File: config.mk
export PLATFORM = sky130hd
export DESIGN_NAME = core_ctrl_fsm
export DESIGN_NICKNAME = d
export VERILOG_FILES = /design/src/rtl/core_ctrl_fsm.sv
export SDC_FILE = /design/constraint.sdc
export NUM_CORES = 1
export LEC_CHECK = 0
export CORE_ASPECT_RATIO = 1.5
export CORE_MARGIN = 3
export CORE_UTILIZATION = 50
export CTS_CLUSTER_DIAMETER = 80
export CTS_CLUSTER_SIZE = 24
export DETAILED_ROUTE_END_ITERATION = 10
export GPL_ROUTABILITY_DRIVEN = 0
export PLACE_DENSITY = 0.84
export SYNTH_ARGS = -nofsm -noshare
export SYNTH_HDL_FRONTEND = slang
export SYNTH_SLANG_ARGS = --single-unit
export TNS_END_PERCENT = 100
File: constraint.sdc
create_clock -name clk -period 2.3 [get_ports clk]
set_clock_uncertainty 0.1 [all_clocks]
set_input_delay 0.69 -clock clk [delete_from_list [all_inputs] [get_ports clk]]
set_output_delay 0.69 -clock clk [all_outputs]
set_load 0.02 [all_outputs]
File: src/rtl/core_ctrl_fsm.sv
`default_nettype none
// ============================================================================
//  Module   : core_ctrl_fsm
//  Purpose  : Multi-cycle control sequencer for the RV32I core. It steps each
//             instruction through FETCH, DECODE, EXEC, an optional MEM access
//             and WB. It drives the IR/PC/RF write strobes and the datapath
//             select lines. It runs the memory req/ack handshakes and halts on
//             system or illegal opcodes and on memory timeouts.
//  Revision : 1.0 - initial release
// ============================================================================
module core_ctrl_fsm #(
   parameter int TIMEOUT = 64,
   parameter int CNT_W   = 8
) (
   input  logic        clk,
   input  logic        rst_n,
   input  logic [6:0]  opcode,
   input  logic [2:0]  funct3,
   input  logic        br_taken,
   output logic        imem_req,
   input  logic        imem_ack,
   output logic        dmem_req,
   output logic        dmem_we,
   input  logic        dmem_ack,
   output logic        ir_we,
   output logic        pc_we,
   output logic [1:0]  pc_sel,
   output logic        rf_we,
   output logic [1:0]  wb_sel,
   output logic [2:0]  state,
   output logic        halt,
   output logic [1:0]  halt_cause,
   output logic [31:0] instret
);

   typedef enum logic [2:0] {
      S_BOOT   = 3'd0,
      S_FETCH  = 3'd1,
      S_DECODE = 3'd2,
      S_EXEC   = 3'd3,
      S_MEM    = 3'd4,
      S_WB     = 3'd5,
      S_HALT   = 3'd6
   } state_t;

   localparam logic [6:0] c_OP_LOAD   = 7'b0000011;
   localparam logic [6:0] c_OP_STORE  = 7'b0100011;
   localparam logic [6:0] c_OP_RTYPE  = 7'b0110011;
   localparam logic [6:0] c_OP_IARITH = 7'b0010011;
   localparam logic [6:0] c_OP_LUI    = 7'b0110111;
   localparam logic [6:0] c_OP_AUIPC  = 7'b0010111;
   localparam logic [6:0] c_OP_JAL    = 7'b1101111;
   localparam logic [6:0] c_OP_JALR   = 7'b1100111;
   localparam logic [6:0] c_OP_BRANCH = 7'b1100011;
   localparam logic [6:0] c_OP_FENCE  = 7'b0001111;
   localparam logic [6:0] c_OP_SYSTEM = 7'b1110011;

   localparam logic [1:0] c_CAUSE_SYS     = 2'd1;
   localparam logic [1:0] c_CAUSE_ILLEGAL = 2'd2;
   localparam logic [1:0] c_CAUSE_TIMEOUT = 2'd3;

   localparam bit               c_TO_EN     = (TIMEOUT != 0);
   localparam logic [CNT_W-1:0] c_WAIT_LAST = CNT_W'((TIMEOUT > 0) ? (TIMEOUT - 1) : 0);
   localparam logic [CNT_W-1:0] c_CNT_ONE   = CNT_W'(1);

   state_t             r_state;
   logic [CNT_W-1:0]   r_cnt;
   logic [31:0]        r_instret;
   logic [1:0]         r_halt_cause;
   logic               r_halt;
   logic               r_imem_req;
   logic               r_dmem_req;
   logic               r_dmem_we;
   logic               r_pc_we;
   logic               r_rf_we;
   logic [1:0]         r_pc_sel;
   logic [1:0]         r_wb_sel;

   logic               w_is_load;
   logic               w_is_store;
   logic               w_is_mem;
   logic               w_is_jal;
   logic               w_is_jalr;
   logic               w_is_branch;
   logic               w_is_wb_class;
   logic               w_rf_wr;
   logic [1:0]         w_pc_sel;
   logic [1:0]         w_wb_sel;
   logic               w_imem_ack_v;
   logic               w_dmem_ack_v;
   logic               w_unused;

   // funct3 is carried for future use; no behaviour depends on it yet
   assign w_unused = ^funct3;

   // Opcode classification of the latched instruction
   always_comb begin
      w_is_load     = (opcode == c_OP_LOAD);
      w_is_store    = (opcode == c_OP_STORE);
      w_is_mem      = w_is_load || w_is_store;
      w_is_jal      = (opcode == c_OP_JAL);
      w_is_jalr     = (opcode == c_OP_JALR);
      w_is_branch   = (opcode == c_OP_BRANCH);
      w_is_wb_class = (opcode == c_OP_RTYPE) || (opcode == c_OP_IARITH) ||
                      (opcode == c_OP_LUI)   || (opcode == c_OP_AUIPC)  ||
                      w_is_jal || w_is_jalr || w_is_branch ||
                      (opcode == c_OP_FENCE);
      w_rf_wr       = w_is_load || (opcode == c_OP_RTYPE) || (opcode == c_OP_IARITH) ||
                      (opcode == c_OP_LUI) || (opcode == c_OP_AUIPC) ||
                      w_is_jal || w_is_jalr;
      w_pc_sel      = 2'd0;
      if (w_is_jal || (w_is_branch && br_taken)) begin
         w_pc_sel = 2'd1;
      end else if (w_is_jalr) begin
         w_pc_sel = 2'd2;
      end
      w_wb_sel      = 2'd0;
      if (w_is_load) begin
         w_wb_sel = 2'd1;
      end else if (w_is_jal || w_is_jalr) begin
         w_wb_sel = 2'd2;
      end
   end

   // An ack only counts while the matching request is being driven
   assign w_imem_ack_v = imem_ack && r_imem_req;
   assign w_dmem_ack_v = dmem_ack && r_dmem_req;

   // Sequencer: next state plus registered strobes for the state being entered
   always_ff @(posedge clk or negedge rst_n) begin
      if (!rst_n) begin
         r_state      <= S_BOOT;
         r_cnt        <= '0;
         r_instret    <= 32'd0;
         r_halt_cause <= 2'd0;
         r_halt       <= 1'b0;
         r_imem_req   <= 1'b0;
         r_dmem_req   <= 1'b0;
         r_dmem_we    <= 1'b0;
         r_pc_we      <= 1'b0;
         r_rf_we      <= 1'b0;
         r_pc_sel     <= 2'd0;
         r_wb_sel     <= 2'd0;
      end else begin
         r_imem_req <= 1'b0;
         r_dmem_req <= 1'b0;
         r_dmem_we  <= 1'b0;
         r_pc_we    <= 1'b0;
         r_rf_we    <= 1'b0;
         r_pc_sel   <= 2'd0;
         r_wb_sel   <= 2'd0;
         case (r_state)
            S_BOOT: begin
               r_state    <= S_FETCH;
               r_cnt      <= '0;
               r_imem_req <= 1'b1;
            end
            S_FETCH: begin
               if (w_imem_ack_v) begin
                  r_state <= S_DECODE;
               end else if (c_TO_EN && (r_cnt == c_WAIT_LAST)) begin
                  r_state      <= S_HALT;
                  r_halt       <= 1'b1;
                  r_halt_cause <= c_CAUSE_TIMEOUT;
               end else begin
                  r_cnt      <= r_cnt + c_CNT_ONE;
                  r_imem_req <= 1'b1;
               end
            end
            S_DECODE: begin
               r_state <= S_EXEC;
            end
            S_EXEC: begin
               if (w_is_mem) begin
                  r_state    <= S_MEM;
                  r_cnt      <= '0;
                  r_dmem_req <= 1'b1;
                  r_dmem_we  <= w_is_store;
               end else if (w_is_wb_class) begin
                  r_state  <= S_WB;
                  r_pc_we  <= 1'b1;
                  r_rf_we  <= w_rf_wr;
                  r_pc_sel <= w_pc_sel;
                  r_wb_sel <= w_wb_sel;
               end else begin
                  r_state      <= S_HALT;
                  r_halt       <= 1'b1;
                  r_halt_cause <= (opcode == c_OP_SYSTEM) ? c_CAUSE_SYS : c_CAUSE_ILLEGAL;
               end
            end
            S_MEM: begin
               if (w_dmem_ack_v) begin
                  r_state  <= S_WB;
                  r_pc_we  <= 1'b1;
                  r_rf_we  <= w_rf_wr;
                  r_pc_sel <= w_pc_sel;
                  r_wb_sel <= w_wb_sel;
               end else if (c_TO_EN && (r_cnt == c_WAIT_LAST)) begin
                  r_state      <= S_HALT;
                  r_halt       <= 1'b1;
                  r_halt_cause <= c_CAUSE_TIMEOUT;
               end else begin
                  r_cnt      <= r_cnt + c_CNT_ONE;
                  r_dmem_req <= 1'b1;
                  r_dmem_we  <= w_is_store;
               end
            end
            S_WB: begin
               r_instret  <= r_instret + 32'd1;
               r_state    <= S_FETCH;
               r_cnt      <= '0;
               r_imem_req <= 1'b1;
            end
            S_HALT: begin
               r_state <= S_HALT;
            end
            default: begin
               r_state <= S_BOOT;
            end
         endcase
      end
   end

   assign state      = r_state;
   assign imem_req   = r_imem_req;
   assign dmem_req   = r_dmem_req;
   assign dmem_we    = r_dmem_we;
   assign ir_we      = (r_state == S_FETCH) && w_imem_ack_v;
   assign pc_we      = r_pc_we;
   assign rf_we      = r_rf_we;
   assign pc_sel     = r_pc_sel;
   assign wb_sel     = r_wb_sel;
   assign halt       = r_halt;
   assign halt_cause = r_halt_cause;
   assign instret    = r_instret;

endmodule
`default_nettype wire

Word level (Yosys, flattened, before mapping):

Cells that the tools add are included.
Widths: inputs -> output; s select.

* flip-flop bits (word level): 55
* input port bits: 15
* word-level logic and storage cells: 117

* $add $sub $neg: 2
* eq/ne operators: 23
* mux-type cells: 54
* reductions and logical operators: 26

Operator list (number)
* $mux 2: 18
* $add 32x1->32 const B: 1
* $mux 8: 4
* $pmux 8 s4: 1
* $eq 7x7->1 const B: 4
* $eq 7x6->1 const B: 3
* $mux 1: 18
* $pmux 3 s6: 1
* $logic_or 1x1->1: 16
* $eq 7x5->1 const B: 2
* $ne 2x2->1 const B: 5
* $pmux 1 s2: 5
* $eq 3x3->1 const B: 3
* $mux 3: 3
* $add 8x1->8 const B: 1
* $eq 8x6->1 const B: 1
* $pmux 2 s2: 2
* $eq 7x2->1 const B: 1
* $eq 7x4->1 const B: 1
* $eq 3x2->1 const B: 2
* $pmux 2 s3: 1
* $reduce_and 5->1: 1
* $logic_and 1x1->1: 4
* $reduce_and 4->1: 1
* 6 further kinds: 6

Logic depth before layout (Yosys ltp):

Gate-level depths: netlist (run 1).

* word-level depth: 11
* gate-level depth with buffers: 6
* depth with buffers taken out: 6

Worst setup path after synthesis (run 1):

OpenSTA, ideal clock, no wires.

* kind: input -> register
* from: input port opcode[3]
* to: register r_cnt[4]
* arrival: 1.959 ns
* required time: 2.079 ns
* slack: 0.120 ns
* stages on the path: 5
* buffers on the path: 0
* path through: or3_4 or2_1 a211o_1 a21o_1 a22o_1

* longest elaborated chain between the ends: 4
* elaborated cells on any way between the ends: 5
* classes of those cells: eq/ne: 3; reduce/logical: 2

Ends and longest elaborated chain
* start: declaration: RTL line 17 `input logic [6:0] opcode,`
* $eq 7x2->1 or $eq 7x6->1 (tied branches): RTL line 98, 99
* $logic_or 1x1->1 *: RTL line 100 `w_is_mem = w_is_load || w_is_store;`
* $ne 2x2->1 (no line) *
* $reduce_and 4->1 (no line) *
* end signal: assignment: RTL line 166 `r_cnt <= r_cnt + c_CNT_ONE;`
* end signal: assignment: RTL line 203 `r_cnt <= r_cnt + c_CNT_ONE;`
* end: declaration: RTL line 67 `logic [CNT_W-1:0] r_cnt;`

Every way passes the cells marked *; elsewhere a longest branch is shown, timed or not.
A chain may end at the register's enable or synchronous reset.

Worst setup path in the final report (run 1):

* from: input port dmem_ack
* to: register r_cnt[1]

* longest elaborated chain between the ends: 3

Ends and longest elaborated chain
* start: declaration: RTL line 24 `input logic dmem_ack,`
* $logic_and 1x1->1: RTL line 127 `assign w_dmem_ack_v = dmem_ack && r_dmem_req;`
* $ne 2x2->1 (no line)
* $reduce_and 4->1 (no line)

Every way passes these cells.

==> impl_metrics.env, run 1 <==
export IMPL_outcome="finished clean"
export IMPL_yosysWarnings=0
export IMPL_cts_htree_levels=2
export IMPL_setup_viol=0
export IMPL_dpl_hpwl_um=5060
export IMPL_ys_types=59
export IMPL_required_ps=2420
export IMPL_r2r_end="r_cnt[1]"
export IMPL_syn_nets=286
export IMPL_synth_seq_area_share_pct=48.8
export IMPL_path_clk_slew_ps=90
export IMPL_clock_latency_ps=310
export IMPL_die_w_um=67.3
export IMPL_synthAdderAreaFrac_pct=0.888
export IMPL_syn_avg_cell_area_sq_um=10.5
export IMPL_coreArea_sq_um=5290
export IMPL_final_area_sq_um=3950
export IMPL_synth_top_area_share_pct=48.8
export IMPL_synthMuxAreaShare_pct=1.87
export IMPL_synthesis_area_sq_um=2820
export IMPL_drt_iter0_markers=109
export IMPL_nFillCells=372
export IMPL_rows=32
export IMPL_antenna_found_initial=0
export IMPL_nets=387
export IMPL_wl_per_cell_um=15.6
export IMPL_cts_sinks=55
export IMPL_fin_crit_ps=2240
export IMPL_r2r_slack_ps=120
export IMPL_synth_most_common_cell="dfrtp_1"
export IMPL_p_leak_uw=0.00174
export IMPL_grt_pass1_wl_um=11000
export IMPL_cpMaxStageDelayCell="a221o_2"
export IMPL_synth_compound_area_share_pct=10.7
export IMPL_grt_pass1_vias=2467
export IMPL_fin_cells=438
export IMPL_synth_edf_count=0
export IMPL_place_area_sq_um=3750
export IMPL_critPathKind="in2reg"
export IMPL_cap_violations=0
export IMPL_wl_um=6840
export IMPL_reg2reg_from="state[1]"
export IMPL_vias=2484
export IMPL_period_share_pct=97.6
export IMPL_initial_core_util_pct=53.3
export IMPL_synthXorXnorAreaFrac_pct=9.64
export IMPL_fmax_mhz=445
export IMPL_dieArea_sq_um=6590
export IMPL_insertedDiodeCount=0
export IMPL_crit_chain="clkdlybuf4s50_1 > nand2_2 > o21ai_0 > a221o_2 > buf_6 > or2_4 > o31ai_4"
export IMPL_r2r_worst_path_cells=7
export IMPL_io_buffers=59
export IMPL_yosys_most_used_dff="dfrtp_1"
export IMPL_hold_violations=0
export IMPL_numCtsBuffers=5
export IMPL_synth_top_family_by_area="simple AND/OR/NAND/NOR gates"
export IMPL_drt_pre_antenna_iters=4
export IMPL_clock_root_buffer="clkbuf_8"
export IMPL_power_density_nw_per_um2=841
export IMPL_ctsHoldBuffers=0
export IMPL_critPathBufInv=2
export IMPL_area_delta_synth_final_pct=40.3
export IMPL_gr_usage_all_layers_pct=21.2
export IMPL_synth_seq_cells=55
export IMPL_grt_max_degree=56
export IMPL_arrival_ps=2370
export IMPL_routed_via_density=5.67
export IMPL_critPathTopFamily="compound AO/OA/AOI/OAI gates"
export IMPL_drive_gt1_share_pct=22.2
export IMPL_critPathMaxFanout=7
export IMPL_synth_commonest_cells="55 x dfrtp_1, 35 x nand2_1, 25 x xnor2_1, 20 x nor2_1, 14 x nand3_1"
export IMPL_synthCells=269
export IMPL_drc=0
export IMPL_min_path_type="in2async"
export IMPL_slew_headroom_pct=64.5
export IMPL_synth_top_cells_by_area="dfrtp_1 49%, xnor2_1 7.8%, nand2_1 4.7%, nor2_1 2.7%, nand3_1 2.5%"
export IMPL_max_stage_delay_ps=450
export IMPL_ios=63
export IMPL_start_kind="input pin"
export IMPL_async_reset_ff_share_pct=100
export IMPL_end_kind="register"
export IMPL_placed_cells=428
export IMPL_ant_nets=0
export IMPL_finalPower_uw=3330
export IMPL_gr_total_overflow=0
export IMPL_peakVddDrop_mv=0.478
export IMPL_tightest_slew_ps=527
export IMPL_tritoncts="built"
export IMPL_yosys_area_share_simple_pct=25.9
export IMPL_multi_input_area_sq_um=1450
export IMPL_synth_top_area_cell="dfrtp_1"
export IMPL_die_h_um=97.9
export IMPL_regArea_sq_um=1380
export IMPL_final_max_slew_viol_count=0
export IMPL_cts_buffer_depth=2
registers in the layout, summed over array words and instances, names as in the netlist:
signal      cells
dmem_req        1
halt            1
wb_sel          2
instret        32
state           3
pc_sel          2
r_cnt           8
halt_cause      2
rf_we           1
dmem_we         1
pc_we           1
imem_req        1
routing by layer:
layer | track usage (%) | wire length [um] | vias up
li1 | - | - | 1163
met4 | 8.91 | 174 | 0
met3 | 3.80 | 312 | 17
met2 | 37.7 | 3770 | 87
met5 | 0 | 0 | -
met1 | 24.0 | 2580 | 1217
cell type report:
| cell class | count | area share (%) |
|---|---|---|
| Multi-Input combinational cell | 204 | 36.7 |
| Sequential cell | 55 | 34.8 |
| Timing Repair Buffer | 99 | 23.2 |
| Tap cell | 68 | 2.15 |
| Clock buffer | 5 | 1.74 |
| Clock inverter | 2 | 0.949 |
| Inverter | 5 | 0.475 |
worst max-delay path by stage:
stage / end / startpoint / cells past startpoint
5_1_grt: r_cnt[2] / dmem_ack / 6
3_3_place_gp: ir_we / imem_ack / 4
4_1_cts: pc_sel[1] / opcode[5] / 7
3_5_place_dp: ir_we / imem_ack / 4
2_1_floorplan: r_cnt[4] / opcode[3] / 5
6_report: r_cnt[1] / dmem_ack / 7
layout by cell type (no fill, tap or decap), types with 3 or more instances in the layout:
cell type	n
dfrtp_1	55
clkdlybuf4s50_1	48
buf_4	37
nand2_1	33
xnor2_1	25
nor2_1	20
nand3_1	14
o21ai_0	10
nand4_1	9
xor2_1	6
dlygate4sd2_1	6
a21oi_1	5
and3_1	5
clkbuf_8	5
inv_1	4
or3_2	4
nor4_1	3
nor3_1	3
nor4_2	3
mux2i_1	3
dlymetal6s2s_1	3
metrics by stage:
stage | utilization (%) | hold WS (ps) | setup slack [ps] | TNS [ps]
2_1_floorplan | - | 294 | 120 | 0
3_3_place_gp | 70.9 | 352 | -652 | -6560
3_5_place_dp | 70.9 | 366 | -668 | -7820
4_1_cts | 73.5 | 275 | -6.45 | -6.45
5_1_grt | 74.8 | 271 | -31.5 | -56.6
6_report | 74.8 | 272 | 55.2 | 0
timing repair:
item / in CTS / in global routing
resized for setup: 16 / 16
buffers inserted: 3 / 0
pin swaps: 3 / 7
endpoints found under the hold margin: 0 / 0
setup endpoints to repair: 15 / 15
cell families after synthesis:
family | Yosys count
simple gates | 126
flops | 55
compound gates | 40
xor+xnor | 31
buf+inv | 10
mux | 5
fa+ha+maj | 2
power by group:
part	internal [uW]	switching, uW	leakage, uW
sequential	1080	116	0.000739
clock	319	314	0.0000502
combinational	701	800	0.000948
total	2100	1230	0.00174
worst reg2reg max path, stage by stage, from the launching register on:
cell and delay, ps:
dfrtp_1 430, buf_4 200, inv_1 160, o21ai_0 120
a221o_2 450, buf_6 160, or2_4 260, o31ai_4 220
(Power assumes the default switching activity.)
==> run 2: changes to the inputs <==
--- a/config.mk
+++ b/config.mk
@@ -12,7 +12,7 @@
 export CTS_CLUSTER_SIZE = 24
 export DETAILED_ROUTE_END_ITERATION = 10
 export GPL_ROUTABILITY_DRIVEN = 0
-export PLACE_DENSITY = 0.84
+export PLACE_DENSITY = 0.91
 export SYNTH_ARGS = -nofsm -noshare
 export SYNTH_HDL_FRONTEND = slang
 export SYNTH_SLANG_ARGS = --single-unit
==> run 2 against run 1 <==
- wire length grew 2.4%
- final area shrank 0.98%
- worst hold slack lost 76 ps
- sequential power is essentially flat
- clock power shrank 10%
- die area is the same
- via count grew 1.6%
- first-iteration DRC count grew 69%
- critical path depth shrank 1
- global-route usage grew 1.4 points
- clock-buffer cell count grew 1
- flip-flop and latch count is the same
- critical path type unchanged
- largest power group unchanged
==> impl_metrics.env, run 2 (synthesis results as in run 1) <==
export IMPL_outcome="finished clean"
export IMPL_drt_iter0_markers=184
export IMPL_nets=387
export IMPL_r2r_slack_ps=130
export IMPL_gr_total_overflow=0
export IMPL_reg2reg_from="state[1]"
export IMPL_hold_violations=0
export IMPL_tightest_slew_ps=488
export IMPL_die_w_um=67.3
export IMPL_end_kind="register"
export IMPL_cts_buffer_depth=2
export IMPL_p_leak_uw=0.00173
export IMPL_wl_um=7010
export IMPL_tritoncts="built"
export IMPL_coreArea_sq_um=5290
export IMPL_clock_root_buffer="clkbuf_8"
export IMPL_setup_viol=0
export IMPL_critPathKind="in2reg"
export IMPL_crit_chain="clkdlybuf4s50_1 > nand3b_1 > or2_1 > a211o_1 > a21o_1 > a22o_1"
export IMPL_final_max_slew_viol_count=0
export IMPL_insertedDiodeCount=0
export IMPL_rows=32
export IMPL_drt_pre_antenna_iters=4
export IMPL_grt_pass1_vias=2703
export IMPL_ios=63
export IMPL_period_share_pct=98.5
export IMPL_pre_cts_slack_ps=-668
export IMPL_wl_per_cell_um=16.0
export IMPL_ant_nets=0
export IMPL_cts_sinks=55
export IMPL_drc=0
export IMPL_start_kind="input pin"
export IMPL_dpl_hpwl_um=5180
export IMPL_drive_gt1_share_pct=21.6
export IMPL_critPathBufInv=1
export IMPL_final_cell_mix="55 x dfrtp_1, 47 x clkdlybuf4s50_1, 39 x buf_4"
export IMPL_arrival_ps=2380
export IMPL_antenna_found_initial=0
export IMPL_grt_pass1_wl_um=11700
export IMPL_vias=2524
export IMPL_path_clk_slew_ps=100
export IMPL_routed_via_density=5.75
export IMPL_critPathMaxFanout=4
export IMPL_grt_max_degree=39
export IMPL_peakVddDrop_mv=0.560
export IMPL_cts_htree_levels=2
export IMPL_area_delta_synth_final_pct=38.9
export IMPL_r2r_end="instret[26]"
export IMPL_setup_ws_ps=33.4
export IMPL_place_area_sq_um=3720
export IMPL_io_buffers=59
export IMPL_fin_util_pct=74.1
export IMPL_clock_latency_ps=310
export IMPL_cpMaxStageDelayCell="clkdlybuf4s50_1"
export IMPL_dieArea_sq_um=6590
export IMPL_cap_violations=0
export IMPL_max_stage_delay_ps=490
export IMPL_layout_commonest_cell="dfrtp_1"
export IMPL_largest_reg_flops=32
export IMPL_gr_usage_all_layers_pct=22.6
export IMPL_initial_core_util_pct=53.3
export IMPL_required_ps=2410
export IMPL_slew_headroom_pct=67.2
export IMPL_critPathTopFamily="compound AO/OA/AOI/OAI gates"
export IMPL_fmax_mhz=441
export IMPL_fin_crit_ps=2270
export IMPL_tns_ps=0
export IMPL_r2r_worst_path_cells=6
export IMPL_min_path_type="in2async"
export IMPL_power_density_nw_per_um2=815
export IMPL_final_area_sq_um=3920
export IMPL_numCtsBuffers=5
export IMPL_die_h_um=97.9
run 2: cell type report:
type | count | area (sq um)
fill | 364 | 1370
sequential | 55 | 1380
inverter | 5 | 22.5
multi-input combinational | 204 | 1430
clock buffer | 6 | 82.6
timing repair buffer | 99 | 898
clock inverter | 2 | 16.3
tap | 68 | 85.1
run 2: where the power goes:
part	total [uW]	leakage, uW	switching (uW)	internal (uW)
Clock	569	0.0000474	323	246
Combinational	1420	0.000947	781	644
Sequential	1190	0.000739	117	1080
Total	3190	0.00173	1220	1970
run 2: worst max path at each step:
stage | to | cells past startpoint | slack, ps | start
floorplan | r_cnt[4] | 5 | 120 | opcode[3]
global placement | ir_we | 4 | -630 | imem_ack
detailed placement | ir_we | 4 | -670 | imem_ack
CTS | r_cnt[1] | 7 | 2 | dmem_ack
global route | r_cnt[1] | 7 | -20 | dmem_ack
finish | r_cnt[4] | 6 | 30 | opcode[0]
run 2: repair_timing:
action	CTS	global route
hold buffers	0	0
endpoints found under the setup margin	16	13
pin swaps	4	4
gates resized for setup	19	10
setup buffers	3	2
run 2: stage by stage:
step	hold WS, ps	power (uW)	cells
finish	196	3190	439
global route	216	3380	439
CTS	205	3120	437
detailed placement	358	2510	426
global placement	351	2460	426
floorplan	294	1970	269
run 2: layer usage:
metal	up-vias	wire, um	track usage (%)
li1	1171	-	-
met1	1245	2560	25.3
met2	86	3910	38.7
met3	22	312	4.95
met4	0	226	11.9
met5	-	0	0
